## config.mk

```make
export PLATFORM = sky130hd
export DESIGN_NAME = shift_row_flat
export DESIGN_NICKNAME = d
export VERILOG_FILES = /design/src/rtl/shift_row_pkg.sv /design/src/rtl/shift_row_if.sv /design/src/rtl/shift_row_perm.sv /design/src/rtl/shift_row.sv /design/src/flat_wrapper.sv
export SDC_FILE = /design/constraint.sdc
export NUM_CORES = 1
export LEC_CHECK = 0
export ABC_AREA = 1
export ABC_CLOCK_PERIOD_IN_PS = 1460
export CAP_MARGIN = 20
export CORE_AREA = 2 2 152 154
export CTS_BUF_LIST = sky130_fd_sc_hd__clkbuf_16
export DETAILED_ROUTE_END_ITERATION = 10
export DIE_AREA = 0 0 154 156
export PLACE_DENSITY = 0.66
export SLEW_MARGIN = 20
export SYNTH_ARGS = -nofsm -noshare
export SYNTH_HDL_FRONTEND = slang
export SYNTH_SLANG_ARGS = --single-unit
```

## constraint.sdc

```tcl
create_clock -name clk -period 1.46 [get_ports clk]
set_input_delay 0.292 -clock clk [delete_from_list [all_inputs] [get_ports clk]]
set_output_delay 0.292 -clock clk [all_outputs]
set_load 0.05 [all_outputs]
```

## src/rtl/shift_row_pkg.sv

```systemverilog
`default_nettype none
// ============================================================================
// Module      : shift_row_pkg
// Description : State/row/byte types and ShiftRows permutation functions.
//               The inverse function is used only when SHIFT_ROW_INV_EN is defined.
// Revision    : 1.0
// ============================================================================
package shift_row_pkg;

    typedef logic [127:0] state_t;
    typedef logic [31:0]  row_t;
    typedef logic [7:0]   byte_t;

    localparam int NUM_ROWS  = 4;
    localparam int ROW_BYTES = 4;

    // Byte k lives at state[127-8k -: 8]; row r holds bytes 4r..4r+3.
    function automatic state_t shift_rows_fwd(input state_t s);
        state_t o;
        o = '0;
        for (int r = 0; r < NUM_ROWS; r++) begin
            for (int c = 0; c < ROW_BYTES; c++) begin
                o[127 - 8*(ROW_BYTES*r + c) -: 8] =
                    s[127 - 8*(ROW_BYTES*r + ((c + r) % ROW_BYTES)) -: 8];
            end
        end
        return o;
    endfunction

    function automatic state_t shift_rows_inv(input state_t s);
        state_t o;
        o = '0;
        for (int r = 0; r < NUM_ROWS; r++) begin
            for (int c = 0; c < ROW_BYTES; c++) begin
                o[127 - 8*(ROW_BYTES*r + c) -: 8] =
                    s[127 - 8*(ROW_BYTES*r + ((c - r + ROW_BYTES) % ROW_BYTES)) -: 8];
            end
        end
        return o;
    endfunction

endpackage
`default_nettype wire

```

## src/rtl/shift_row_if.sv

```systemverilog
`default_nettype none
// ============================================================================
// Module      : shift_row_if
// Description : Valid/ready handshake bundle for the ShiftRows stage.
//               SHIFT_ROW_INV_EN adds the inv select signal.
// Revision    : 1.0
// ============================================================================
interface shift_row_if;
    import shift_row_pkg::*;

    logic   in_valid;
    logic   in_ready;
    state_t in_data;
    logic   out_valid;
    logic   out_ready;
    state_t out_data;
    state_t comb_data;
`ifdef SHIFT_ROW_INV_EN
    logic   inv;

    modport master (
        output in_valid, in_data, out_ready, inv,
        input  in_ready, out_valid, out_data, comb_data
    );
    modport slave (
        input  in_valid, in_data, out_ready, inv,
        output in_ready, out_valid, out_data, comb_data
    );
`else
    modport master (
        output in_valid, in_data, out_ready,
        input  in_ready, out_valid, out_data, comb_data
    );
    modport slave (
        input  in_valid, in_data, out_ready,
        output in_ready, out_valid, out_data, comb_data
    );
`endif
endinterface
`default_nettype wire

```

## src/rtl/shift_row_perm.sv

```systemverilog
`default_nettype none
// ============================================================================
// Module      : shift_row_perm
// Description : Combinational ShiftRows byte permutation; SHIFT_ROW_INV_EN
//               adds an inv select for the inverse permutation.
// Revision    : 1.0
// ============================================================================
module shift_row_perm
    import shift_row_pkg::*;
(
    input  state_t data_in,
`ifdef SHIFT_ROW_INV_EN
    input  logic   inv,
`endif
    output state_t data_out
);

`ifdef SHIFT_ROW_INV_EN
    assign data_out = inv ? shift_rows_inv(data_in) : shift_rows_fwd(data_in);
`else
    assign data_out = shift_rows_fwd(data_in);
`endif

endmodule
`default_nettype wire

```

## src/rtl/shift_row.sv

```systemverilog
`default_nettype none
// ============================================================================
// Module      : shift_row
// Description : ShiftRows stage with optional one-deep valid/ready register.
//               SHIFT_ROW_INV_EN enables the inverse-permutation select.
// Revision    : 1.0
// ============================================================================
module shift_row
    import shift_row_pkg::*;
#(
    parameter int REGISTERED = 1
) (
    input  logic       clk,
    input  logic       rst,
    shift_row_if.slave bus
);

    state_t w_perm;

    shift_row_perm u_perm (
        .data_in  (bus.in_data),
`ifdef SHIFT_ROW_INV_EN
        .inv      (bus.inv),
`endif
        .data_out (w_perm)
    );

    assign bus.comb_data = w_perm;

    generate
        if (REGISTERED != 0) begin : g_reg
            logic   r_out_valid;
            state_t r_out_data;
            logic   w_in_ready;

            // Reset forces ready so upstream never stalls on a flushing stage.
            assign w_in_ready = rst || !r_out_valid || bus.out_ready;

            always_ff @(posedge clk) begin
                if (rst) begin
                    r_out_valid <= 1'b0;
                    r_out_data  <= '0;
                end else if (bus.in_valid && w_in_ready) begin
                    r_out_valid <= 1'b1;
                    r_out_data  <= w_perm;
                end else if (bus.out_ready) begin
                    r_out_valid <= 1'b0;
                end
            end

            assign bus.in_ready  = w_in_ready;
            assign bus.out_valid = r_out_valid;
            assign bus.out_data  = r_out_data;
        end else begin : g_comb
            assign bus.in_ready  = bus.out_ready;
            assign bus.out_valid = bus.in_valid;
            assign bus.out_data  = w_perm;
        end
    endgenerate

endmodule
`default_nettype wire

```

## src/flat_wrapper.sv

```systemverilog
// flat-port wrapper written by rule: the top's interface ports become plain ports
module shift_row_flat import shift_row_pkg::*;
#(
    parameter int REGISTERED = 1
)
  (clk, rst, bus_in_valid, bus_in_data, bus_out_ready, bus_in_ready, bus_out_valid, bus_out_data, bus_comb_data);
  shift_row_if bus_i ();
  input  logic clk;
  input  logic rst;
  input wire logic [$bits(bus_i.in_valid)-1:0] bus_in_valid;
  input wire logic [$bits(bus_i.in_data)-1:0] bus_in_data;
  input wire logic [$bits(bus_i.out_ready)-1:0] bus_out_ready;
  output wire logic [$bits(bus_i.in_ready)-1:0] bus_in_ready;
  output wire logic [$bits(bus_i.out_valid)-1:0] bus_out_valid;
  output wire logic [$bits(bus_i.out_data)-1:0] bus_out_data;
  output wire logic [$bits(bus_i.comb_data)-1:0] bus_comb_data;
  assign bus_i.in_valid = bus_in_valid;
  assign bus_i.in_data = bus_in_data;
  assign bus_i.out_ready = bus_out_ready;
  assign bus_in_ready = bus_i.in_ready;
  assign bus_out_valid = bus_i.out_valid;
  assign bus_out_data = bus_i.out_data;
  assign bus_comb_data = bus_i.comb_data;
  shift_row #(.REGISTERED(REGISTERED)) u_core (.clk(clk), .rst(rst), .bus(bus_i));
endmodule
```

==> out/results.tsv, run 1 <==
stage	metric	value	unit
sta	maxSlewViolCount	0	
finish	multi_input_area	2270	um2
cts	cts-root-buf	clkbuf_16	
yosys	avgSynthCellArea	6.83	um2
worst_setup_path	required	1.17	ns
hold_path	hold_depth	3	
floorplan	initial_core_util	29.7	%
floorplan	dieArea	24000	um2
sta	worst_pin_slew	0.312	ns
detailed_routing	drtPass1Iterations	4	
worst_setup_path	path_cells	nand3_4 > buf_12 > buf_8	
yosys	synth_top_cell_by_area	dfxtp_1	
floorplan	die_y	156	um
detailed_routing	drc_errors	0	
sta	min_period	1.41	ns
cts	clkTransAtPathRegs	0.06	ns
sta	rsz0062_at_grt	false	
yosys	netlist.area_leader.share	38.9	%
worst_setup_path	path_max_fanout	2	
detailed_routing	drtIter0Drc	230	
finish	nets	1355	
finish	ff_latch_area	2590	um2
yosys	ys_seq_area_share	38.9	%
worst_setup_path	max_stage_delay	0.35	ns
hold_path	hold_path.class	input pin to register	
detailed_routing	via_per_inst	4.31	
worst_setup_path	cp.arrival	1.12	ns
floorplan	io_pins	390	
yosys	ys_types	12	
finish	antenna_cells	0	
finish	drive_above_1_share	27.0	%
worst_setup_path	slowest_stage	dfxtp_4	
placed_design	portBuffers	389	
floorplan	coreArea	22400	um2
finish	nFillCells	1891	
yosys	syn_inst	973	
cts	clkSinkCount	129	
worst_setup_path	worstSetupStartpointType	register	
outcome	outcome	finished clean	
floorplan	rows	55	
global_route	grtUsageTotal	17.1	%
global_route	grt_overflow	0	
yosys	yosysWarnings	0	
pwr	power_leakage	0.00632	uW
worst_setup_path	r2r_end	u_core.bus.out_data[96]	
worst_setup_path	rr_startpoint	u_core.bus.out_valid	
global_route	grt_pass1_wl	32800	um
global_route	grt_pass1_vias	6214	
sta	fin_setup_tns	0	ns
cts	htree_levels	4	
sta	final.period_utilization	96.5	%
worst_setup_path	ff2ff_path_depth	6	
pwr	powerDensity	1020	nW/um2
worst_setup_path	endpoint_kind	output port	
pwr	peakVddDrop	0.661	mV
hold_path	hp-start	bus_in_valid	
job	cap_violations	0	
yosys	synth_seq_cells	129	
finish	layout_commonest_cell	buf_12	
placed_design	gp_congestion	0.759	
cts	clock_path_buffers	2	
yosys	synth_nets	1105	
detailed_routing	drt.antenna.violating_nets	0	
global_route	grt_max_degree	72	
floorplan	die_w	154	um
finish	area_delta_synth_final	99.9	%
sta	slew_headroom	79.2	%
sta	finalHoldViolCount	0	
worst_setup_path	crit_type	register to output port	
detailed_routing	drt_wl_total	21300	um
finish	stdcell_count	1520	
yosys	synth.cell_area	6650	um2
worst_setup_path	rrSetupSlack	0.17	ns
finish	mostFrequentLayoutCells	buf_12 (270), nand2_1 (130), inv_1 (129)	
sta	fin_skew	0.00861	ns
cts	numCtsBuffers	17	
yosys	synth_area_leaders	dfxtp_1 (39%), buf_4 (15%), a21oi_1 (9.6%), nand3_1 (9.6%), nand2_1 (7.3%)	
sta	fmax	0.710	GHz
placed_design	hpwl	16600	um
detailed_routing	wl_per_cell	14.0	um
detailed_routing	vias	6552	
cts	clkLatencyLatePin	0.41	ns
sta	setup_violations	0	
global_route	antenna_found_initial	0	
placed_design	dp_cells	1486	
hold_path	min_to	u_core.bus.out_data[6]	
cts	cts_tree	yes	
## cell families after synthesis
kind of cell	share of synthesized area [%]
AND/OR/NAND/NOR	24.4
buffers and inverters	27.1
flip-flops	38.9
AO/OA/AOI/OAI	9.64
## critical path: cells and delay by family (launching register included)
family	cells	cell delay (ns)
and+or+nand+nor	1	0.09
DFF	1	0.35
buffers and inverters	2	0.27
## cell usage after synthesis
cell type,instances
buf_4,133
nand2_1,130
dfxtp_1,129
a21oi_1,128
inv_1,128
nand3_1,128
nor2_1,128
buf_2,49
clkbuf_1,16
inv_2,2
buf_6,1
nand3_2,1
## worst max path at each step
stage / startpoint / endpoint / slack [ns] / cells after the start
3_5_place_dp: rst / bus_in_ready / -0.17 / 5
2_1_floorplan: u_core.bus.out_valid / u_core.bus.out_data[114] / 0.11 / 5
3_3_place_gp: rst / bus_in_ready / -0.15 / 5
5_1_grt: u_core.bus.out_valid / bus_in_ready / 0.01 / 3
4_1_cts: bus_out_ready / bus_in_ready / 0.001 / 5
6_report: u_core.bus.out_valid / bus_in_ready / 0.05 / 3
## metal layers
metal  track usage (%)  wire [um]  vias up  share of wire (%)
li1                  -          -     3393                  -
met1              19.1       8290     2928                 39
met2              31.5      11300      214                 53
met3              5.17       1360       17                6.4
met4              4.49        311        0                1.5
met5                 0          0        -                  0
## registers in the layout, summed over array words and instances, names as in the netlist
register	flops
u_core.bus.out_valid	1
u_core.bus.out_data	128
## layout make-up
| cell class | instances | share of cell area, % |
|---|---|---|
| inverter | 130 | 3.69 |
| multi-input combinational | 515 | 17.1 |
| clock buffer | 17 | 3.20 |
| sequential | 129 | 19.5 |
| timing repair buffer | 430 | 52.3 |
| tap | 285 | 2.68 |
| clock inverter | 14 | 1.61 |
## power breakdown
group          total [uW]  switching, uW  internal, uW
clock network        4610           1590          3020
registers            4080            280          3800
logic                4920           2580          2340
total               13600           4450          9160
## per-stage QoR
stage	worst slack [ns]	instance area, um2	power, uW	hold slack [ns]	utilization, %
2_1_floorplan	0.107	6650	6610	0.511	-
3_3_place_gp	-0.145	12600	9060	0.523	56.4
3_5_place_dp	-0.168	12600	9100	0.528	56.4
4_1_cts	0.00139	13300	13800	0.268	59.4
5_1_grt	0.0121	13300	14100	0.293	59.4
6_report	0.0515	13300	13600	0.282	59.4
## timing repair
item,in CTS,in global routing
pin swaps,0,0
hold buffers,0,0
hold endpoints to repair,0,0
gates resized for setup,4,1
buffers inserted,2,1
setup endpoints to repair,1,1
(Power assumes the default switching activity.)
==> inputs of run 2 (changes only) <==
- ABC_CLOCK_PERIOD_IN_PS: 1460 -> default
- SKIP_LAST_GASP: default -> 1
==> results of run 2 <==
The final DEF is identical to that of run 1; final timing and power are the same.
